[src/rtl/clock_display_pkg.sv]
// Shared constants for the HH:MM display scanner: active-low segment codes,
// digit indices and the matching active-low anode patterns.
package clock_display_pkg;

  localparam logic [6:0] SEG_0     = 7'h40;
  localparam logic [6:0] SEG_1     = 7'h79;
  localparam logic [6:0] SEG_2     = 7'h24;
  localparam logic [6:0] SEG_3     = 7'h30;
  localparam logic [6:0] SEG_4     = 7'h19;
  localparam logic [6:0] SEG_5     = 7'h12;
  localparam logic [6:0] SEG_6     = 7'h02;
  localparam logic [6:0] SEG_7     = 7'h78;
  localparam logic [6:0] SEG_8     = 7'h00;
  localparam logic [6:0] SEG_9     = 7'h10;
  localparam logic [6:0] SEG_BLANK = 7'h7F;
  localparam logic [6:0] SEG_DASH  = 7'h3F;

  localparam logic [1:0] DIG_HR_T = 2'd0;
  localparam logic [1:0] DIG_HR_O = 2'd1;
  localparam logic [1:0] DIG_MN_T = 2'd2;
  localparam logic [1:0] DIG_MN_O = 2'd3;

  localparam logic [3:0] AN_HR_T = 4'b0111;
  localparam logic [3:0] AN_HR_O = 4'b1011;
  localparam logic [3:0] AN_MN_T = 4'b1101;
  localparam logic [3:0] AN_MN_O = 4'b1110;
  localparam logic [3:0] AN_OFF  = 4'b1111;

  function automatic logic [3:0] an_pattern(input logic [1:0] idx);
    logic [3:0] pat;
    case (idx)
      DIG_HR_T: pat = AN_HR_T;
      DIG_HR_O: pat = AN_HR_O;
      DIG_MN_T: pat = AN_MN_T;
      default:  pat = AN_MN_O;
    endcase
    return pat;
  endfunction

endpackage

[src/rtl/seg7_decode.sv]
// Combinational BCD to active-low 7-segment decoder; dash wins over blank,
// blank wins over the digit value.
module seg7_decode
  import clock_display_pkg::*;
(
  input  logic [3:0] bcd,
  input  logic       blank,
  input  logic       dash,
  output logic [6:0] seg
);

  always_comb begin
    seg = SEG_BLANK;
    if (dash) begin
      seg = SEG_DASH;
    end else if (!blank) begin
      case (bcd)
        4'd0:    seg = SEG_0;
        4'd1:    seg = SEG_1;
        4'd2:    seg = SEG_2;
        4'd3:    seg = SEG_3;
        4'd4:    seg = SEG_4;
        4'd5:    seg = SEG_5;
        4'd6:    seg = SEG_6;
        4'd7:    seg = SEG_7;
        4'd8:    seg = SEG_8;
        4'd9:    seg = SEG_9;
        default: seg = SEG_BLANK;
      endcase
    end
  end

endmodule

[src/rtl/clock_display_scan.sv]
// 4-digit multiplexed HH:MM display driver with colon blink and PM dot.
// Optional macro LEADING_ZERO_EN shows a zero hour-tens digit instead of blanking it.
module clock_display_scan
  import clock_display_pkg::*;
#(
  parameter int SCAN_DIV  = 2,
  parameter int BLINK_DIV = 2
) (
  input  logic       clk,
  input  logic       rst_n,
  input  logic [5:0] min,
  input  logic [4:0] hrs,
  input  logic       AM,
  input  logic       PM,
  output logic [6:0] seg_n,
  output logic [3:0] an_n,
  output logic       dp_n
);

  localparam int PRE_W = (SCAN_DIV > 1) ? $clog2(SCAN_DIV) : 1;
  localparam int BLK_W = (BLINK_DIV > 1) ? $clog2(BLINK_DIV) : 1;
  localparam logic [PRE_W-1:0] PRE_LAST = PRE_W'(SCAN_DIV - 1);
  localparam logic [BLK_W-1:0] BLK_LAST = BLK_W'(BLINK_DIV - 1);

  logic [PRE_W-1:0] pre;
  logic [1:0]       idx;
  logic [BLK_W-1:0] blink_cnt;
  logic             blink;
  logic             fresh;
  logic [5:0]       min_s;
  logic [4:0]       hrs_s;
  logic             am_s;
  logic             pm_s;

  logic pre_last;
  logic load;

  assign pre_last = (pre == PRE_LAST);
  // Loading only at frame end keeps every frame consistent with one time sample.
  assign load     = fresh || (pre_last && (idx == DIG_MN_O));

  always_ff @(posedge clk or negedge rst_n) begin
    if (!rst_n) begin
      pre <= '0;
      idx <= DIG_HR_T;
    end else begin
      pre <= pre_last ? '0 : pre + 1'b1;
      if (pre_last) idx <= idx + 2'd1;
    end
  end

  always_ff @(posedge clk or negedge rst_n) begin
    if (!rst_n) begin
      blink_cnt <= '0;
      blink     <= 1'b0;
    end else if (blink_cnt == BLK_LAST) begin
      blink_cnt <= '0;
      blink     <= ~blink;
    end else begin
      blink_cnt <= blink_cnt + 1'b1;
    end
  end

  always_ff @(posedge clk or negedge rst_n) begin
    if (!rst_n) begin
      fresh <= 1'b1;
      min_s <= '0;
      hrs_s <= '0;
      am_s  <= 1'b0;
      pm_s  <= 1'b0;
    end else if (load) begin
      fresh <= 1'b0;
      min_s <= min;
      hrs_s <= hrs;
      am_s  <= AM;
      pm_s  <= PM;
    end
  end

  logic       valid;
  logic [3:0] hr_tens, hr_ones, mn_tens, mn_ones;
  logic [3:0] bcd;
  logic       blank;
  logic       dp_next;
  logic [6:0] seg_next;

  assign valid   = (min_s <= 6'd59) && (hrs_s <= 5'd23) && !(am_s && pm_s);
  assign hr_tens = 4'(hrs_s / 5'd10);
  assign hr_ones = 4'(hrs_s % 5'd10);
  assign mn_tens = 4'(min_s / 6'd10);
  assign mn_ones = 4'(min_s % 6'd10);

  always_comb begin
    bcd     = 4'd0;
    blank   = 1'b0;
    dp_next = 1'b1;
    case (idx)
      DIG_HR_T: begin
        bcd = hr_tens;
`ifdef LEADING_ZERO_EN
        blank = 1'b0;
`else
        blank = (hr_tens == 4'd0);
`endif
      end
      DIG_HR_O: begin
        bcd     = hr_ones;
        dp_next = ~blink;
      end
      DIG_MN_T: bcd = mn_tens;
      default: begin
        bcd     = mn_ones;
        dp_next = ~pm_s;
      end
    endcase
    if (!valid) dp_next = 1'b1;
  end

  seg7_decode u_decode (
    .bcd   (bcd),
    .blank (blank),
    .dash  (!valid),
    .seg   (seg_next)
  );

  always_ff @(posedge clk or negedge rst_n) begin
    if (!rst_n) begin
      seg_n <= SEG_BLANK;
      an_n  <= AN_OFF;
      dp_n  <= 1'b1;
    end else begin
      seg_n <= seg_next;
      an_n  <= an_pattern(idx);
      dp_n  <= dp_next;
    end
  end

endmodule

[config.mk]
export PLATFORM = sky130hd
export DESIGN_NAME = clock_display_scan
export DESIGN_NICKNAME = d
export VERILOG_FILES = /design/src/rtl/clock_display_pkg.sv /design/src/rtl/seg7_decode.sv /design/src/rtl/clock_display_scan.sv
export SDC_FILE = /design/constraint.sdc
export NUM_CORES = 1
export LEC_CHECK = 0
export ABC_AREA = 1
export CAP_MARGIN = 10
export CORE_ASPECT_RATIO = 0.8
export CORE_UTILIZATION = 45
export CTS_CLUSTER_SIZE = 30
export DETAILED_ROUTE_END_ITERATION = 10
export PLACE_DENSITY = 0.71
export SETUP_SLACK_MARGIN = 0.5
export SYNTH_ARGS = -nofsm -noshare
export SYNTH_HDL_FRONTEND = slang
export SYNTH_SLANG_ARGS = --single-unit
export TNS_END_PERCENT = 100
[constraint.sdc]
create_clock -name clk -period 3.83 [get_ports clk]
set_input_delay 0.766 -clock clk [delete_from_list [all_inputs] [get_ports clk]]
set_output_delay 0.766 -clock clk [all_outputs]
set_load 0.01 [all_outputs]
==> results of run 1 <==
metal layers:
layer	up-vias	wire, microns	track usage
met3	8	204	0.0532
met1	678	1680	0.230
met5	-	0	0
met4	0	95	0.114
li1	831	-	-
met2	43	1470	0.246
metrics by stage:
step	total power (W)	area, sq um
final	0.000872	2420
after global routing	0.000926	2420
after CTS	0.000883	2390
after detailed placement	0.000563	2280
after global placement	0.000560	2280
after floorplan	0.000504	1950
timing repair:
| item | 4_1_cts | 5_1_grt |
|---|---|---|
| gates resized for setup | 0 | 2 |
| endpoints found under the setup margin | 0 | 7 |
| buffers inserted | 0 | 2 |
worst min path at each step:
stage	slack [ns]	from	to
after floorplan	0.41	blink_cnt$_DFF_PN0_	blink_cnt$_DFF_PN0_
final	0.44	blink_cnt$_DFF_PN0_	blink_cnt$_DFF_PN0_
after detailed placement	0.43	blink_cnt$_DFF_PN0_	blink_cnt$_DFF_PN0_
after global routing	0.46	blink_cnt$_DFF_PN0_	blink_cnt$_DFF_PN0_
after global placement	0.43	blink_cnt$_DFF_PN0_	blink_cnt$_DFF_PN0_
after CTS	0.44	blink_cnt$_DFF_PN0_	blink_cnt$_DFF_PN0_
final cells by class:
cell class	count	area [sq um]	share of cell area
multi-input combinational	171	1000	0.415
sequential	31	792	0.327
timing repair buffer	30	290	0.120
inverter	40	150	0.0620
tap	57	71.3	0.0295
clock buffer	5	68.8	0.0284
clock inverter	3	43.8	0.0181
flip-flops by register name, indices dropped and copies added (netlist names):
register,flops
idx,2
blink,1
dp_n,1
fresh,1
seg_n,7
am_s,1
pm_s,1
min_s,6
pre,1
an_n,4
blink_cnt,1
hrs_s,5
cells by family (layout without fill, tap and decap cells):
kind of cell,Yosys count,after routing,share of synthesized area
AND/OR/NAND/NOR,114,114,0.283
buffers and inverters,43,78,0.0847
AO/OA/AOI/OAI,37,37,0.108
flip-flops,31,31,0.406
adder cells (fa/ha/maj),15,15,0.0963
XOR/XNOR,3,3,0.0135
other,1,1,0.00192
multiplexers,1,1,0.00578
placed cells by master (no fill, tap or decap):
cell type | Yosys | routed
nand2_1 | 64 | 64
inv_1 | 32 | 32
o21ai_0 | 26 | 26
clkdlybuf4s50_1 | 0 | 26
dfrtp_1 | 18 | 18
ha_1 | 15 | 14
nand2_2 | 13 | 13
dfstp_2 | 13 | 13
nor2_1 | 11 | 11
nand3_1 | 11 | 11
inv_2 | 6 | 6
a21oi_1 | 5 | 5
clkbuf_8 | 0 | 5
nand3_2 | 4 | 4
nand2_4 | 4 | 4
buf_4 | 1 | 4
nand3b_1 | 2 | 2
clkinv_1 | 2 | 2
nor3_1 | 2 | 2
xor2_1 | 2 | 2
a311oi_1 | 1 | 1
a21oi_4 | 1 | 1
o21ai_1 | 1 | 1
o21bai_2 | 1 | 1
o31ai_1 | 1 | 1
or2_2 | 1 | 1
xnor2_1 | 1 | 1
nor2_4 | 1 | 1
nand4_1 | 1 | 1
o21bai_1 | 1 | 1
mux2_2 | 1 | 1
ha_4 | 0 | 1
clkinv_2 | 0 | 1
clkinv_4 | 0 | 1
bufinv_16 | 0 | 1
conb_1 | 1 | 1
power by group:
| group | switching, W | total, W | internal [W] | leakage [nW] |
|---|---|---|---|---|
| combinational | 0.000114 | 0.000195 | 0.0000806 | 0.767 |
| sequential | 0.0000108 | 0.000363 | 0.000352 | 0.354 |
| clock | 0.000121 | 0.000315 | 0.000193 | 0.0581 |
==> impl_results.md, run 1 <==
* Post-synth top area share at 0.231
* Number of synthesized register bits at 31
* ANT cells at 0
* DR pass1 iterations at 4
* CP max FO at 8
* Synth cell types at 31
* Clock latency at the later pin of the worst-skew pair at 0.29 ns
* Vias at 1560
* Post-layout min period at 3.02 ns
* Delay-heaviest family, CP: simple AND/OR/NAND/NOR gates
* IO Count at 27
* Initial DRC count at 54
* Reg clk slew, reported paths at 0.07 ns
* Initial Utilization at 0.467
* Most common cell in the synthesized netlist: nand2_1
* EDFF count, synth at 0
* Clk root buf: clkbuf_8
* Worst setup path category: register to register
* Synth top cells by count: nand2_1 (64), inv_1 (32), o21ai_0 (26)
* Hold Path Class: register to register
* Row count at 21
* Cell Area, Synth at 1950 sq um
* Final Hold Viols at 0
* Bufs and invs on worst path at 8
* Maximum clock rate at 331 MHz
* RSZ-0062 raised after global routing: no
* Overflow left after global routing at 0
* WL final at 3450 microns
* Synth area leaders: dfrtp_1 (23%), dfstp_2 (18%), nand2_1 (12%)
* DR vias/cell at 4.63
* Largest area contributor in the netlist: dfrtp_1
* IR drop worst, VDD at 0.226 mV
* Max-slew violations at 0
* DR DRC count at 0
* Final Non-Filler Cells at 337
* Final setup viols at 0
* Routability Congestion at 0.855
* CTS tree: yes
* Reg2Reg Capture Point: seg_n[3]$_DFF_PN1_
* GRT Total Usage at 0.174
* Hold slack at 0.439 ns
* Worst setup path end: seg_n[3]$_DFF_PN1_
* H-Tree Depth at 2
* Max Root-Sink Buffers at 2
* Post-synth ARST share at 1.00
* CTS buffer count at 5
* Nets at 309
* Die height at 60.9 microns
* Area delta synth->final at 24.2%
* Reg2Reg Launch Point: idx[1]$_DFFE_PN0P_
* Share of cells above drive strength 1 at 0.207
* Pleak at 1.18 nW
* Stages on worst setup path at 26
* CP Launch Point: idx[1]$_DFFE_PN0P_
* CP max stage cell: dfrtp_1
* Sum of negative setup slack at 0 ns
* Initial antenna violation count at 0
* Run status: complete, no violations
* Core area at 4180 sq um
* Post-DRT Antenna Nets at 0
* Power Dens Cells at 360 nW/um^2
* Die Wd at 75.6 microns
* Place WS at 0.700 ns
* R2R setup slack at 0.81 ns
* CTS Sinks at 31
* MaxCap Viol Count at 0
* Skew final at 0.00591 ns
* Crit start category: register
* Post-Place Cells at 327
* Worst Path Arrival at 3.25 ns
* Reg2Reg Depth at 26
* Dominant synthesized flop cell: dfrtp_1
* Setup ws final at 0.805 ns
* DPL Wire Length at 2630 microns
* Worst path max stage delay at 0.42 ns
* First-pass GRT wire length at 5740 microns
* Crit path required time at 4.06 ns
* Part of the cycle the worst path needs at 0.790
* Final core utilization at 0.580
* WL/cell at 10.2 microns
* Number of global-route vias before repair at 1332
* Post-synthesis net count at 275
* Ys Warns at 0
* Syn_area_per_cell at 7.96 sq um
* IO buf count at 26
* Filler cell count at 359
* Largest net degree at the start of global routing at 32
* Area of the die at 4600 sq um
* Cts hold-fix bufs at 0
* Worst Setup End Kind: register
* Cell depth of the worst hold path at 1
* Syn Inst Count at 245
* Sequential area share after synthesis at 0.406
Note: power is estimated with default switching activity, not from simulation.
==> run 2: changes to the inputs <==
==> constraint.sdc (replaced) <==
create_clock -name clk -period 2.94 [get_ports clk]
set_input_delay 0.588 -clock clk [delete_from_list [all_inputs] [get_ports clk]]
set_output_delay 0.588 -clock clk [all_outputs]
set_load 0.01 [all_outputs]
==> impl_results.md, run 2 (synthesis gave the netlist of run 1 again) <==
* Worst setup path category: register to register (unchanged)
* Post-Place Cells at 330 (was 327)
* Initial DRC count at 41 (was 54)
* Area delta synth->final at 34.7% (was 24.2%)
* Reg clk slew, reported paths at 0.06 ns (was 0.07 ns)
* Max Root-Sink Buffers at 2 (unchanged)
* Worst Setup End Kind: register (unchanged)
* Hold Path Class: register to register (unchanged)
* Final Non-Filler Cells at 357 (was 337)
* Share of cells above drive strength 1 at 0.313 (was 0.207)
* Initial antenna violation count at 0 (unchanged)
* RSZ-0062 raised after global routing: yes (was no)
* Top layer in use: met4 (unchanged)
* Initial Utilization at 0.467 (unchanged)
* Most frequent cells in the layout: nand2_1 (59), inv_1 (26), clkdlybuf4s50_1 (26) (was nand2_1 (64), inv_1 (32), o21ai_0 (26), clkdlybuf4s50_1 (26), dfrtp_1 (18))
* IO Count at 27 (unchanged)
* IR drop worst, VDD at 0.353 mV (was 0.226 mV)
* DPL Wire Length at 2730 microns (was 2630 microns)
* Sum of negative setup slack at 0 ns (unchanged)
* CTS tree: yes (unchanged)
* Final Hold Viols at 0 (unchanged)
* Post-DRT Antenna Nets at 0 (unchanged)
* CP max stage cell: dfrtp_1 (unchanged)
* Pleak at 1.27 nW (was 1.18 nW)
* CP dominant cell by count: nand2_2
* Die Wd at 75.6 microns (unchanged)
* Filler cell count at 350 (was 359)
* DR DRC count at 0 (unchanged)
* Maximum clock rate at 383 MHz (was 331 MHz)
* Cell depth of the worst hold path at 1 (unchanged)
* Largest registers: seg_n x7, min_s x6, hrs_s x5 (unchanged)
* Nets at 329 (was 309)
* H-Tree Depth at 2 (unchanged)
* Design area at 2630 sq um (was 2420 sq um)
* WL met1 at 1900 microns (was 1680 microns)
* MaxCap Viol Count at 0 (unchanged)
* R2R setup slack at 0.33 ns (was 0.81 ns)
* Part of the cycle the worst path needs at 0.889 (was 0.790)
* Area of the die at 4600 sq um (unchanged)
* CP max FO at 6 (was 8)
* ANT cells at 0 (unchanged)
* Overflow left after global routing at 0 (unchanged)
* Power Dens Cells at 412 nW/um^2 (was 360 nW/um^2)
* Number of global-route vias before repair at 1443 (was 1332)
* DR pass1 iterations at 4 (unchanged)
* Die height at 60.9 microns (unchanged)
* Largest net degree at the start of global routing at 32 (unchanged)
* Final core utilization at 0.628 (was 0.580)
* Final setup viols at 0 (unchanged)
* Routability Congestion at 0.798 (was 0.855)
* Core area at 4180 sq um (unchanged)
* Clk root buf: clkbuf_8 (unchanged)
* Run status: complete, no violations (unchanged)
* Met3 WL post-DR at 127 microns (was 204 microns)
* Reg2Reg Depth at 26 (unchanged)
* Largest Register: seg_n (unchanged)
* Commonest non-fill, non-tap cell in the layout: nand2_1 (unchanged)
* WL/cell at 10.5 microns (was 10.2 microns)
* Crit start category: register (unchanged)
* DP Area at 2340 sq um (was 2280 sq um)
* Crit path required time at 3.15 ns (was 4.06 ns)
* CTS buffer count at 5 (unchanged)
* CTS Sinks at 31 (unchanged)
* Clock latency at the later pin of the worst-skew pair at 0.27 ns (was 0.29 ns)
* First-pass GRT wire length at 6250 microns (was 5740 microns)
* Skew final at 0.00629 ns (was 0.00591 ns)
* WL final at 3750 microns (was 3450 microns)
* DR vias/cell at 4.61 (was 4.63)
* Worst path max stage delay at 0.42 ns (about the same)
* Met2 Routed Length at 1700 microns (was 1470 microns)
* Post-layout min period at 2.61 ns (was 3.02 ns)
* Number of flip-flops in the largest register at 7 (unchanged)
* IO buf count at 26 (unchanged)
* GRT Total Usage at 0.182 (was 0.174)
* Row count at 21 (unchanged)
* Vias at 1646 (was 1560)
* Worst Path Arrival at 2.83 ns (was 3.25 ns)
* Max-slew violations at 0 (unchanged)
run 2: power by group:
| group | leakage (nW) | switching (W) | internal, W |
|---|---|---|---|
| registers | 0.354 | 0.0000143 | 0.000458 |
| clock network | 0.0422 | 0.000143 | 0.000166 |
| logic | 0.877 | 0.000169 | 0.000130 |
run 2: worst paths after layout:
path	start	end
max in group asynchronous	rst_n	fresh$_DFFE_PN1P_
worst min register to register	blink_cnt$_DFF_PN0_	blink_cnt$_DFF_PN0_
worst min-delay path	blink_cnt$_DFF_PN0_	blink_cnt$_DFF_PN0_
min in group asynchronous	rst_n	blink$_DFFE_PN0P_
worst max register to register	idx[0]$_DFFE_PN0P_	seg_n[3]$_DFF_PN1_
worst max-delay path	idx[0]$_DFFE_PN0P_	seg_n[3]$_DFF_PN1_
run 2: metrics by stage:
step / hold WS [ns] / total power (W) / setup slack [ns]
global route: 0.468 / 0.00115 / 0.114
global placement: 0.431 / 0.000737 / 0.159
detailed placement: 0.439 / 0.000742 / 0.105
floorplan: 0.292 / 0.000664 / 0.318
CTS: 0.447 / 0.00108 / 0.374
finish: 0.447 / 0.00108 / 0.328
run 2: timing repair:
item                       4_1_cts  5_1_grt
setup buffers                   15        4
setup endpoints to repair        7        7
gates cloned                     0        0
hold buffers                     0        0
pin swaps                       16       15
resized for setup                7       10
run 2: critical path: cells and delay by family (launching register included):
| family | cells | cell delay (ns) |
|---|---|---|
| buf+inv | 7 | 0.33 |
| simple gates | 15 | 0.98 |
| flops | 1 | 0.42 |
| fa+ha+maj | 3 | 0.72 |
| compound gates | 1 | 0.10 |
run 2: layout make-up:
class / instances / area [sq um] / area share
Multi-Input combinational cell: 171 / 1080 / 0.411
Sequential cell: 31 / 792 / 0.302
Timing Repair Buffer: 50 / 444 / 0.169
Inverter: 40 / 156 / 0.0596
Clock buffer: 7 / 76.3 / 0.0291
Tap cell: 57 / 71.3 / 0.0272
Clock inverter: 1 / 5.00 / 0.00191
run 2: layer usage:
| layer | up-vias | GRT usage |
|---|---|---|
| met5 | - | 0 |
| met4 | 0 | 0.0503 |
| met3 | 4 | 0.0482 |
| met2 | 38 | 0.290 |
| met1 | 728 | 0.247 |
| li1 | 876 | - |
